===== src/rtl/tree_walker_pkg.sv =====
// tree_walker_pkg: shared types for the message-hierarchy tree walker.
//   op_e    - command opcode (ADVANCE / REWIND)
//   err_e   - response error code
//   state_e - walker FSM states
// The table entry struct depends on module parameters, so tree_walker
// declares it locally as entry_t {valid, parent, id}.
package tree_walker_pkg;

   typedef enum logic {
      OP_ADVANCE = 1'b0,
      OP_REWIND  = 1'b1
   } op_e;

   typedef enum logic [1:0] {
      ERR_OK        = 2'd0,
      ERR_NOMATCH   = 2'd1,
      ERR_OVERFLOW  = 2'd2,
      ERR_UNDERFLOW = 2'd3
   } err_e;

   typedef enum logic [1:0] {
      ST_IDLE   = 2'd0,
      ST_SEARCH = 2'd1,
      ST_RESP   = 2'd2
   } state_e;

endpackage


===== src/rtl/tree_walker_path_stack.sv =====
// tree_walker_path_stack: path stack of visited nodes, one slot per level.
// Ports:
//   clk, rst          - clock, synchronous active-high reset
//   push, push_node   - append push_node at the current level (ignored when full)
//   pop               - remove the top slot, clearing it (ignored when empty)
//   level             - number of occupied slots
//   top_node          - node at the top slot (0 when empty)
//   below_node        - node one slot under the top (0 when level < 2)
//   full, empty       - level == MAX_DEPTH / level == 0
//   path              - flattened slots, slot j at [j*ADDR_W +: ADDR_W]
module tree_walker_path_stack #(
   parameter int unsigned MAX_DEPTH = 8,
   parameter int unsigned ADDR_W    = 4,
   parameter int unsigned LEVEL_W   = $clog2(MAX_DEPTH + 1)
) (
   input  logic                          clk,
   input  logic                          rst,
   input  logic                          push,
   input  logic [ADDR_W-1:0]             push_node,
   input  logic                          pop,
   output logic [LEVEL_W-1:0]            level,
   output logic [ADDR_W-1:0]             top_node,
   output logic [ADDR_W-1:0]             below_node,
   output logic                          full,
   output logic                          empty,
   output logic [MAX_DEPTH*ADDR_W-1:0]   path
);

   logic [ADDR_W-1:0] slot [MAX_DEPTH];

   assign full  = (level == LEVEL_W'(MAX_DEPTH));
   assign empty = (level == '0);

   // Popped slots are zeroed, so unused slots always read 0.
   always_ff @(posedge clk) begin
      if (rst) begin
         level <= '0;
         for (int j = 0; j < MAX_DEPTH; j++) slot[j] <= '0;
      end else if (push && !full) begin
         for (int j = 0; j < MAX_DEPTH; j++)
            if (LEVEL_W'(j) == level) slot[j] <= push_node;
         level <= level + LEVEL_W'(1);
      end else if (pop && !empty) begin
         for (int j = 0; j < MAX_DEPTH; j++)
            if (LEVEL_W'(j + 1) == level) slot[j] <= '0;
         level <= level - LEVEL_W'(1);
      end
   end

   // Top and next-to-top slot selection.
   always_comb begin
      top_node   = '0;
      below_node = '0;
      for (int j = 0; j < MAX_DEPTH; j++) begin
         if (LEVEL_W'(j + 1) == level) top_node   = slot[j];
         if (LEVEL_W'(j + 2) == level) below_node = slot[j];
      end
   end

   always_comb begin
      path = '0;
      for (int j = 0; j < MAX_DEPTH; j++) path[j*ADDR_W +: ADDR_W] = slot[j];
   end

endmodule


===== src/rtl/tree_walker.sv =====
// tree_walker: walks the message-hierarchy tree one level per command.
// Holds a loadable node table of (parent, id) entries and a path stack.
// ADVANCE descends to the lowest-index child of cur_node whose id matches;
// REWIND climbs one level.
// Ports:
//   clk, rst                       - clock, synchronous active-high reset
//   tbl_we/tbl_addr/tbl_parent/tbl_id - table entry write (IDLE only, addr 0 ignored)
//   tbl_clr                        - clear all valid bits (IDLE only)
//   cmd_valid/cmd_ready/cmd_op/cmd_id - command handshake
//   rsp_valid/rsp_err/rsp_node     - one-cycle response pulse
//   cur_node/cur_level/path        - walker state
// Build option: define TREE_WALKER_PARALLEL_EN to compare all entries in the
// accept cycle instead of scanning one entry per cycle.
module tree_walker
   import tree_walker_pkg::*;
#(
   parameter int unsigned NUM_NODES = 16,
   parameter int unsigned MAX_DEPTH = 8,
   parameter int unsigned ID_W      = 8,
   localparam int unsigned ADDR_W   = $clog2(NUM_NODES),
   localparam int unsigned LEVEL_W  = $clog2(MAX_DEPTH + 1)
) (
   input  logic                        clk,
   input  logic                        rst,
   input  logic                        tbl_we,
   input  logic [ADDR_W-1:0]           tbl_addr,
   input  logic [ADDR_W-1:0]           tbl_parent,
   input  logic [ID_W-1:0]             tbl_id,
   input  logic                        tbl_clr,
   input  logic                        cmd_valid,
   output logic                        cmd_ready,
   input  logic                        cmd_op,
   input  logic [ID_W-1:0]             cmd_id,
   output logic                        rsp_valid,
   output logic [1:0]                  rsp_err,
   output logic [ADDR_W-1:0]           rsp_node,
   output logic [ADDR_W-1:0]           cur_node,
   output logic [LEVEL_W-1:0]          cur_level,
   output logic [MAX_DEPTH*ADDR_W-1:0] path
);

   typedef struct packed {
      logic              valid;
      logic [ADDR_W-1:0] parent;
      logic [ID_W-1:0]   id;
   } entry_t;

   state_e            state;
   entry_t            tbl [NUM_NODES];
   logic              push;
   logic              pop;
   logic [ADDR_W-1:0] push_node;
   logic [ADDR_W-1:0] below_node;
   logic              full;
   logic              empty;

   assign cmd_ready = (state == ST_IDLE) && !rst;

   tree_walker_path_stack #(
      .MAX_DEPTH (MAX_DEPTH),
      .ADDR_W    (ADDR_W),
      .LEVEL_W   (LEVEL_W)
   ) u_stack (
      .clk        (clk),
      .rst        (rst),
      .push       (push),
      .push_node  (push_node),
      .pop        (pop),
      .level      (cur_level),
      .top_node   (cur_node),
      .below_node (below_node),
      .full       (full),
      .empty      (empty),
      .path       (path)
   );

`ifdef TREE_WALKER_PARALLEL_EN
   entry_t            eff [NUM_NODES];
   logic              par_hit;
   logic [ADDR_W-1:0] par_idx;

   // Table as it will look after this cycle's clear/write, so a write that
   // accompanies an accepted command is already visible to the match.
   always_comb begin
      eff[0] = tbl[0];
      for (int i = 1; i < NUM_NODES; i++) begin
         eff[i] = tbl[i];
         if (tbl_clr) eff[i].valid = 1'b0;
         if (tbl_we && tbl_addr == ADDR_W'(i)) eff[i] = '{1'b1, tbl_parent, tbl_id};
      end
   end

   // Lowest-index priority encoder: descending loop lets low indices win.
   always_comb begin
      par_hit = 1'b0;
      par_idx = '0;
      for (int i = NUM_NODES - 1; i >= 1; i--) begin
         if (eff[i].valid && eff[i].parent == cur_node && eff[i].id == cmd_id) begin
            par_hit = 1'b1;
            par_idx = ADDR_W'(i);
         end
      end
   end
`else
   logic [ADDR_W-1:0] idx;
   logic [ID_W-1:0]   id_q;
   logic              seq_hit;

   assign seq_hit = tbl[idx].valid && (tbl[idx].parent == cur_node) && (tbl[idx].id == id_q);
`endif

   // Stack strobes fire on the edge that enters RESP.
   always_comb begin
      push      = 1'b0;
      pop       = 1'b0;
      push_node = '0;
      case (state)
         ST_IDLE: begin
            if (cmd_valid && cmd_op == OP_REWIND && !empty) pop = 1'b1;
`ifdef TREE_WALKER_PARALLEL_EN
            if (cmd_valid && cmd_op == OP_ADVANCE && !full && par_hit) begin
               push      = 1'b1;
               push_node = par_idx;
            end
`endif
         end
`ifndef TREE_WALKER_PARALLEL_EN
         ST_SEARCH: begin
            if (seq_hit) begin
               push      = 1'b1;
               push_node = idx;
            end
         end
`endif
         default: ;
      endcase
   end

   // Walker FSM, table storage and response registers.
   always_ff @(posedge clk) begin
      if (rst) begin
         state     <= ST_IDLE;
         rsp_valid <= 1'b0;
         rsp_err   <= ERR_OK;
         rsp_node  <= '0;
         for (int i = 0; i < NUM_NODES; i++) tbl[i] <= '0;
`ifndef TREE_WALKER_PARALLEL_EN
         idx  <= '0;
         id_q <= '0;
`endif
      end else begin
         rsp_valid <= 1'b0;
         case (state)
            ST_IDLE: begin
               if (tbl_clr)
                  for (int i = 0; i < NUM_NODES; i++) tbl[i].valid <= 1'b0;
               if (tbl_we && tbl_addr != '0)
                  tbl[tbl_addr] <= '{1'b1, tbl_parent, tbl_id};
               if (cmd_valid) begin
                  if (cmd_op == OP_REWIND) begin
                     state     <= ST_RESP;
                     rsp_valid <= 1'b1;
                     rsp_err   <= empty ? ERR_UNDERFLOW : ERR_OK;
                     rsp_node  <= empty ? cur_node : below_node;
                  end else if (full) begin
                     state     <= ST_RESP;
                     rsp_valid <= 1'b1;
                     rsp_err   <= ERR_OVERFLOW;
                     rsp_node  <= cur_node;
                  end else begin
`ifdef TREE_WALKER_PARALLEL_EN
                     state     <= ST_RESP;
                     rsp_valid <= 1'b1;
                     rsp_err   <= par_hit ? ERR_OK : ERR_NOMATCH;
                     rsp_node  <= par_hit ? par_idx : cur_node;
`else
                     state <= ST_SEARCH;
                     idx   <= ADDR_W'(1);
                     id_q  <= cmd_id;
`endif
                  end
               end
            end
            ST_SEARCH: begin
`ifndef TREE_WALKER_PARALLEL_EN
               if (seq_hit) begin
                  state     <= ST_RESP;
                  rsp_valid <= 1'b1;
                  rsp_err   <= ERR_OK;
                  rsp_node  <= idx;
               end else if (idx == ADDR_W'(NUM_NODES - 1)) begin
                  state     <= ST_RESP;
                  rsp_valid <= 1'b1;
                  rsp_err   <= ERR_NOMATCH;
                  rsp_node  <= cur_node;
               end else begin
                  idx <= idx + ADDR_W'(1);
               end
`else
               state <= ST_IDLE;
`endif
            end
            ST_RESP: state <= ST_IDLE;
            default: state <= ST_IDLE;
         endcase
      end
   end

endmodule


===== config.mk =====
export PLATFORM = sky130hd
export DESIGN_NAME = tree_walker
export DESIGN_NICKNAME = d
export VERILOG_FILES = /design/src/rtl/tree_walker_pkg.sv /design/src/rtl/tree_walker_path_stack.sv /design/src/rtl/tree_walker.sv
export SDC_FILE = /design/constraint.sdc
export NUM_CORES = 1
export LEC_CHECK = 0
export CORE_MARGIN = 2
export CORE_UTILIZATION = 25
export DETAILED_ROUTE_END_ITERATION = 8
export PLACE_DENSITY_LB_ADDON = 0.15
export SYNTH_ARGS = -nofsm -noshare
export SYNTH_HDL_FRONTEND = slang
export SYNTH_SLANG_ARGS = --single-unit
export TNS_END_PERCENT = 100

===== constraint.sdc =====
create_clock -name clk -period 3.84 [get_ports clk]
set_input_delay 0.768 -clock clk [delete_from_list [all_inputs] [get_ports clk]]
set_output_delay 0.768 -clock clk [all_outputs]
set_load 0.01 [all_outputs]

### Word-level counts from Yosys, hierarchy flattened

Memory sizes are Yosys's and may differ from the RTL's. A register that Yosys moved wholly into a read port is not among the register bits.
Index checks and enable logic that the tools add are counted.

| word-level totals | value |
|---|---|
| flip-flop bits (word level) | 25 |
| bits in latches | 0 |
| RAM bits | 240 |
| bits in read-only memories | 0 |
| input port bits | 30 |
| logic and storage cells | 252 |
| memories | 2 |

Memories:

| memory | words | width | rd ports | clocked after Yosys merged registers in | write ports | line | RTL |
|---|---|---|---|---|---|---|---|
| tbl | 16 | 13 | 1 | 1 | 17 | tree_walker.sv:49 | `entry_t tbl [NUM_NODES];` |
| u_stack.slot | 8 | 4 | 8 | 0 | 8 | tree_walker_path_stack.sv:29 | `logic [ADDR_W-1:0] slot [MAX_DEPTH];` |

| cells by class | value |
|---|---|
| add/sub/neg operators | 3 |
| multiply operators | 0 |
| divide/modulo/power cells | 0 |
| order comparisons | 0 |
| equality and inequality tests | 21 |
| shift operators | 0 |
| mux-type cells | 165 |
| bitwise logic cells | 34 |
| reductions and logical operators | 20 |

Operators with widths:

| cell | count |
|---|---|
| 2-to-1 mux 4 bit | 49 |
| 2-to-1 mux 1 bit | 100 |
| bitwise OR 1 bit | 32 |
| 2-to-1 mux 2 bit | 11 |
| == test 3 x 4 -> 1 bit, first input constant | 4 |
| case mux 4 bit (2 select lines) | 2 |
| inequality test 2 bit, second input constant | 5 |
| adder 4 x 1 -> 4 bit, second input constant | 2 |
| == test 2 x 4 -> 1 bit, first input constant | 2 |
| == test 4 bit, first input constant | 2 |
| == test 4 bit, second input constant | 2 |
| == test 8 bit | 1 |
| logical AND 1 bit | 8 |
| case mux 2 bit (2 select lines) | 2 |
| AND reduction 4 bit | 2 |
| AND reduction 6 bit | 1 |
| == test 1 x 4 -> 1 bit, first input constant | 1 |
| == test 4 bit | 1 |
| logical NOT 4 bit | 1 |
| nonzero test 2 bit | 2 |
| nonzero test 4 bit | 1 |
| subtractor 4 x 1 -> 4 bit, second input constant | 1 |
| logical NOT 1 bit | 3 |
| inequality test 3 x 2 -> 1 bit, second input constant | 1 |
| other kinds (6) | 7 |

### Logic depth before layout (Yosys ltp)

Gate-level depths: netlist of the first run.

| depth | value |
|---|---|
| word-level depth | 20 |
| mapped depth | 14 |

### Hierarchy

Synthesis of the first run repeated with hierarchy kept, for this count alone.

| unflattened totals | value |
|---|---|
| cell total of the unflattened synthesis | 1036 |
| area, all modules | 13018.7 um^2 |

Modules (own cells, without submodules):

| module | instances | cells each | area an instance (um^2) |
|---|---|---|---|
| tree_walker | 1 | 770 | 10755.3 |
| tree_walker_path_stack | 1 | 266 | 2263.4 |

### Worst setup path after synthesis of the first run

OpenSTA, ideal clock, no wires.

| timing | value |
|---|---|
| path kind | flip-flop to flip-flop |
| from | register u_stack.level[0] |
| to | memory u_stack.slot[2][2], in the netlist u_stack.slot[0][10], enable pin |
| arrival | 3.067 ns |
| required time | 3.479 ns |
| slack | 0.412 ns |
| stages on the path, launching flop included | 14 |
| path buffers | 3 |
| cell sequence | dfxtp_1 > inv_1 > ha_1 > clkbuf_1 > clkbuf_1 > a2bb2oi_1 > nor2_1 > o21ai_0 > xnor2_1 > nand4_4 > buf_6 > nor3_4 > a22oi_1 > o21ai_0 |

RTL lines:

| item | line | RTL |
|---|---|---|
| start, declared | tree_walker_path_stack.sv:21 | `output logic [LEVEL_W-1:0] level,` |
| start signal, assigned | tree_walker_path_stack.sv:42 | `level <= level + LEVEL_W'(1);` |
| start signal, assigned | tree_walker_path_stack.sv:46 | `level <= level - LEVEL_W'(1);` |
| end, declared | tree_walker_path_stack.sv:29 |  |

### Worst setup path after layout of the first run

| timing | value |
|---|---|
| from | register u_stack.level[0] |
| to | output port cur_node[1] |

| on the way | value |
|---|---|
| cells in the longest elaborated chain, start to end | 9 |
| elaborated cells on any way between the ends | 16 |
| classes of those cells | 8 x eq/ne; 8 x mux |

RTL lines:

| item | line | RTL |
|---|---|---|
| == test 1 x 4 -> 1 bit | tree_walker_path_stack.sv:55 | `if (LEVEL_W'(j + 1) == level) top_node = slot[j];` |
| 2-to-1 mux 4 bit (7 in series) | tree_walker_path_stack.sv:55 |  |
| 2-to-1 mux 4 bit (*) | tree_walker_path_stack.sv:55 |  |
| end, declared | tree_walker.sv:37 | `output logic [ADDR_W-1:0] cur_node,` |

Every way passes the cells marked *; elsewhere a longest branch is shown, timed or not.

==> results of run 1 <==
power by group:
group	internal (W)	total (W)	switching, W
clock network	0.00206	0.00337	0.00130
registers	0.00324	0.00331	0.0000656
logic	0.000243	0.000575	0.000332
total	0.00555	0.00725	0.00170
metrics by stage:
stage	hold slack, ns	instance area (sq um)	cells	utilization
detailed placement	0.4393	14900	1790	0.2904
global route	0.4652	16170	1852	0.3151
finish	0.4467	16170	1852	0.3151
CTS	0.4526	16110	1852	0.3140
floorplan	0.4211	13010	1034	-
global placement	0.4304	14900	1790	0.2904
logic make-up after synthesis:
| family | Yosys count |
|---|---|
| adders and majority gates | 5 |
| DFF | 269 |
| other | 1 |
| muxes | 84 |
| buffers and inverters | 92 |
| xor gates and xnor gates | 12 |
| AOI/OAI and AO/OA | 164 |
| and+or+nand+nor | 396 |
flip-flops by register name (all words and copies together), names as in the netlist, named ones only:
signal         count
id_q               8
idx                4
rsp_err            2
rsp_node           4
rsp_valid          1
state              2
tbl              208
u_stack.level      4
u_stack.slot      32
area by class of cell:
class                           instances  area [sq um]
Sequential cell                       269          7481
Tap cell                              680         850.8
Clock inverter                         13         158.9
Fill cell                            5174         35140
Multi-Input combinational cell        673          5211
Inverter                               17         63.81
Timing Repair Buffer                  151          1378
Clock buffer                           49          1022
per-layer routing:
metal  up-vias  global-route usage
met2       215              0.2637
met5         -                   0
met1      4361              0.2113
met4         0             0.04547
li1       4018                   -
met3        59             0.02873
cells in the mapped netlist (6+ instances only):
| cell | instances | area share |
|---|---|---|
| nor3_1 | 9 | 0.0035 |
| or2_2 | 8 | 0.0039 |
| dfxtp_1 | 61 | 0.094 |
| clkbuf_1 | 54 | 0.016 |
| buf_4 | 6 | 0.0035 |
| edfxtp_1 | 208 | 0.48 |
| buf_2 | 9 | 0.0035 |
| inv_1 | 17 | 0.0049 |
| a21oi_1 | 50 | 0.019 |
| o31ai_1 | 8 | 0.0046 |
| a21o_1 | 16 | 0.0093 |
| and2_1 | 199 | 0.096 |
| xnor2_1 | 7 | 0.0047 |
| nor2b_1 | 8 | 0.0039 |
| nor2_1 | 47 | 0.014 |
| nand2_1 | 45 | 0.013 |
| o21ai_0 | 29 | 0.011 |
| nand3b_1 | 11 | 0.0064 |
| nand3_1 | 27 | 0.010 |
| nand2b_1 | 7 | 0.0034 |
| a22oi_1 | 11 | 0.0064 |
| mux2i_1 | 30 | 0.023 |
| mux4_2 | 50 | 0.087 |
worst paths after layout:
check | to | slack, ns
max reg2reg | u_stack.slot[0][3] | 0.28
min | tbl[7][12] | 0.45
max | cur_node[1] | 0.25
min reg2reg | tbl[7][12] | 0.45
repair_timing:
item,in CTS,in global routing
hold endpoints to repair,0,0
gates resized for setup,10,12
setup endpoints to repair,4,41
==> results.toml, run 1 <==
[placement]
dp_hpwl_um = 28570
place_ws_ns = -0.07906
io_buffers = 77
gp_congestion = 0.8664

[floorplanning]
die_area_sq_um = 53710
initial_core_util = 0.2528
fp.dieH_um = 231.8
io_pins = 78
core_sq_um = 51300
num_rows = 83
dieWidth_um = 231.8

[power_and_ir_drop]
ir_drop_uv = 209.6
power_w = 0.007251
power.density_nw_per_um2 = 448.5
leakagePower_nw = 5.754

[detailed_routing]
wl_met1_um = 18970
drcViolationCount = 0
detail_route.vias_per_cell = 4.672
wl_per_cell_um = 22.74
postRouteAntennaNets = 0
wl_met2_um = 20230
routed_wl_um = 42120
drtPass1Iterations = 5
first_iter_violations = 714
highest_layer = "met4"
vias = 8653
route.met3.wl_um = 1854

[clock_network]
insertion_delay_ns = 0.55
clock_sinks = 269
cts_htree_levels = 2
cts_tree = "done"
cts.clk_slew.worst_paths_ns = 0.05
clk_path_buf_depth = 3
hold_buffers = 0
numCtsBuffers = 34
cts_setup_buffers = 0
cts-root-buf = "clkbuf_16"

[yosys]
syn_avg_cell_area_sq_um = 12.68
synth_fa_ha_area_frac = 0.004824
synth_compound_area_frac = 0.08365
synth.distinct_cells = 70
synth-main-ff-cell = "edfxtp_1"
syn_inst = 1023
seq_area_frac_synth = 0.5758
synthArstFlopShare = 0
syn_area_sq_um = 12970
ys_seq_elements = 269
synth-edff-count = 208
synthSimpleGateAreaFrac = 0.1795
yosys_warnings = 0
synth.area.mux_share = 0.1158
synth_top_family_by_area = "simple AND/OR/NAND/NOR gates"
synth-xor-area-share = 0.008683

[worst_setup_path]
crit_family = "buffers and inverters"
cp.depth = 8
path_cells = "inv_2 > ha_4 > buf_4 > nand3b_1 > a221oi_1 > o22ai_1 > nand2_1 > clkdlybuf4s50_1"
startpoint_type = "register"
rr_startpoint = "u_stack.level[2]"
worst-path-buf-inv = 3
cp_data_required_time_ns = 3.07
cp_max_fo = 14
reg2reg_depth = 9
crit_slowest_cell = "clkdlybuf4s50_1"
crit_arrival_ns = 2.82
endpoint_kind = "primary output"
crit_path_max_incr_delay_ns = 0.59
worstSetupStartpoint = "u_stack.level[0]"
criticalPathCategory = "register to primary output"

[sta]
fin_setup_tns_ns = 0
setup_ws_ns = 0.2482
slew_viol_final = 0
rsz0062_at_grt = "no"
max_clock_freq_ghz = 0.2784
tightest_slew_ns = 0.8609
period_share = 0.9354
setup_viol = 0
hold_viol = 0
min_period_ns = 3.592
relSlewSlack = 0.4239
skew_ns = 0.01912

[global_route]
grt_start_max_net_pins = 51
grt-ovfl-total = 0
grt_pass1_vias = 8952
grt_pass1_wl_um = 62030
grt_usage = 0.1588
antenna_found_initial = 2

[finish]
area_growth_pct = 24.65
layout_commonest_cell = "edfxtp_1"
final_net_count = 1181
layout_common_cells = "edfxtp_1 (208), and2_1 (199), clkdlybuf4s50_1 (75), buf_4 (69), dfxtp_1 (56)"
diodes = 0
drive_gt1_frac = 0.1860

[worst_hold_path]
worstHoldPathCells = 1
min_path_type = "register to register"
worstHoldStart = "tbl[7][12]"

[run_status]
outcome = "completed"

[flow_run]
maxCapViolations = 0
Note: power is estimated with default switching activity, not from simulation.
==> run 2, diff against run 1 <==
--- a/config.mk
+++ b/config.mk
@@ -9,6 +9,7 @@
 export CORE_UTILIZATION = 25
 export DETAILED_ROUTE_END_ITERATION = 8
 export PLACE_DENSITY_LB_ADDON = 0.15
+export SLEW_MARGIN = 20
 export SYNTH_ARGS = -nofsm -noshare
 export SYNTH_HDL_FRONTEND = slang
 export SYNTH_SLANG_ARGS = --single-unit
==> results of run 2 <==
Same layout as run 1: the final DEF is identical, and so are final timing and power.
==> run 3, diff against run 2 <==
==> constraint.sdc (replaced) <==
create_clock -name clk -period 4.51 [get_ports clk]
set_input_delay 0.902 -clock clk [delete_from_list [all_inputs] [get_ports clk]]
set_output_delay 0.902 -clock clk [all_outputs]
set_load 0.01 [all_outputs]
==> run 3 against run 2 <==
Against the previous run: global-route usage about the same; critical endpoint is now cur_node[0]; critical path depth down 1; total power is 17% lower; clock power is 19% lower; utilization down 0.51 points; sequential power is 15% lower.
==> results.toml, run 3 (synthesized netlist as in run 1, its figures left out) <==
[run_status]
outcome = "completed"

[worst_setup_path]
cp_max_fo = 22
startpoint_type = "register"
path_cells = "ha_1 > buf_4 > a21oi_1 > a221oi_1 > o21bai_1 > a21oi_2 > clkdlybuf4s50_1"
reg2reg_depth = 13
crit_path_max_incr_delay_ns = 0.61
endpoint_kind = "primary output"
worstSetupStartpoint = "u_stack.level[0]"
rr_startpoint = "u_stack.level[1]"
crit_arrival_ns = 3.36
criticalPathCategory = "register to primary output"
crit_slowest_cell = "clkdlybuf4s50_1"
cp_data_required_time_ns = 3.61

[detailed_routing]
drtPass1Iterations = 5
postRouteAntennaNets = 0
first_iter_violations = 772
drcViolationCount = 0
wl_per_cell_um = 22.85
routed_wl_um = 42030
vias = 8757
detail_route.vias_per_cell = 4.762

[finish]
largest_reg_flops = 208
final_net_count = 1168
diodes = 0
regMostFlops = "tbl"
layout_common_cells = "edfxtp_1 (208), and2_1 (199), clkdlybuf4s50_1 (76), buf_4 (59), dfxtp_1 (58)"
layout_commonest_cell = "edfxtp_1"
final_area_sq_um = 15900
drive_gt1_frac = 0.1665
utilization = 0.3100
largestRegisters = "tbl (208), u_stack.slot (32), id_q (8)"
area_growth_pct = 22.62

[clock_network]
cts.repair.resized = 0
hold_buffers = 0
cts.clk_slew.worst_paths_ns = 0.05
clock_sinks = 269
cts_htree_levels = 2
cts_tree = "done"
clk_path_buf_depth = 3
cts-root-buf = "clkbuf_16"
insertion_delay_ns = 0.54
numCtsBuffers = 34
cts_setup_buffers = 0

[power_and_ir_drop]
ir_drop_uv = 180.3
power.density_nw_per_um2 = 378.8
leakagePower_nw = 5.633

[floorplanning]
core_sq_um = 51300
dieWidth_um = 231.8
io_pins = 78
initial_core_util = 0.2528
fp.dieH_um = 231.8
num_rows = 83
die_area_sq_um = 53710

[sta]
relSlewSlack = 0.4043
setup_viol = 0
slew_viol_final = 0
min_period_ns = 4.263
tightest_slew_ns = 0.8926
skew_ns = 0.01943
hold_viol = 0
rsz0062_at_grt = "no"
fin_setup_tns_ns = 0
period_share = 0.9453
max_clock_freq_ghz = 0.2346

[worst_hold_path]
min_path_type = "register to register"
worstHoldStart = "tbl[1][12]"
worstHoldPathCells = 1

[global_route]
grt_start_max_net_pins = 29
grt_usage = 0.1587
grt_pass1_wl_um = 62200
antenna_found_initial = 1
grt-ovfl-total = 0
grt_pass1_vias = 8867

[placement]
placed_area_sq_um = 14780
io_buffers = 77
dp_hpwl_um = 29100
gp_congestion = 0.8942

[flow_run]
maxCapViolations = 0
[run 3: changes by cell type in the layout (fill, tap and decap cells not counted), sizes merged]
| cell | change |
|---|---|
| clkdlybuf4s50 | +1 |
| buf | -13 |
| bufinv | -2 |
| clkbuf | +2 |
| dlymetal6s2s | -1 |
[run 3: final cells by class]
cell class                      instances  area, sq um
Fill cell                            5220        35400
Sequential cell                       269         7471
Multi-Input combinational cell        673         5150
Timing Repair Buffer                  138         1249
Clock buffer                           51         1020
Tap cell                              680        850.8
Clock inverter                         11        98.84
Inverter                               17        63.81
[run 3: path summary, 6_finish.rpt]
check	to	slack (ns)
min reg2reg	tbl[1][12]	0.45
max	cur_node[0]	0.25
min	tbl[1][12]	0.45
max reg2reg	u_stack.slot[0][3]	0.47
[run 3: routing by layer]
| layer | GRT usage | share of wire | routed length (um) |
|---|---|---|---|
| met1 | 0.2152 | 0.46 | 19410 |
| met2 | 0.2632 | 0.48 | 20010 |
| met3 | 0.02272 | 0.040 | 1669 |
| met4 | 0.04587 | 0.022 | 941 |
| met5 | 0 | 0 | 0 |
[run 3: per-stage QoR]
| stage | power, W | cells | hold WS [ns] | worst slack [ns] |
|---|---|---|---|---|
| floorplan | 0.003122 | 1034 | 0.4211 | 1.082 |
| global placement | 0.003361 | 1777 | 0.4305 | 0.5531 |
| detailed placement | 0.003361 | 1777 | 0.4388 | 0.4933 |
| CTS | 0.006103 | 1839 | 0.4478 | 0.1531 |
| global route | 0.006244 | 1839 | 0.4531 | 0.05447 |
| finish | 0.006024 | 1839 | 0.4503 | 0.2466 |
[run 3: where the power goes]
group | switching, W | internal (W) | total [W] | leakage, nW
sequential | 0.0000539 | 0.00276 | 0.00282 | 2.64
clock | 0.00109 | 0.00163 | 0.00272 | 0.548
combinational | 0.000282 | 0.000203 | 0.000485 | 2.44
[run 3: critical path: cells and delay by family (launching register included)]
| family | cells | cell delay [ns] |
|---|---|---|
| compound gates | 4 | 0.94 |
| fa+ha+maj | 1 | 0.51 |
| buf+inv | 2 | 0.96 |
| flops | 1 | 0.42 |
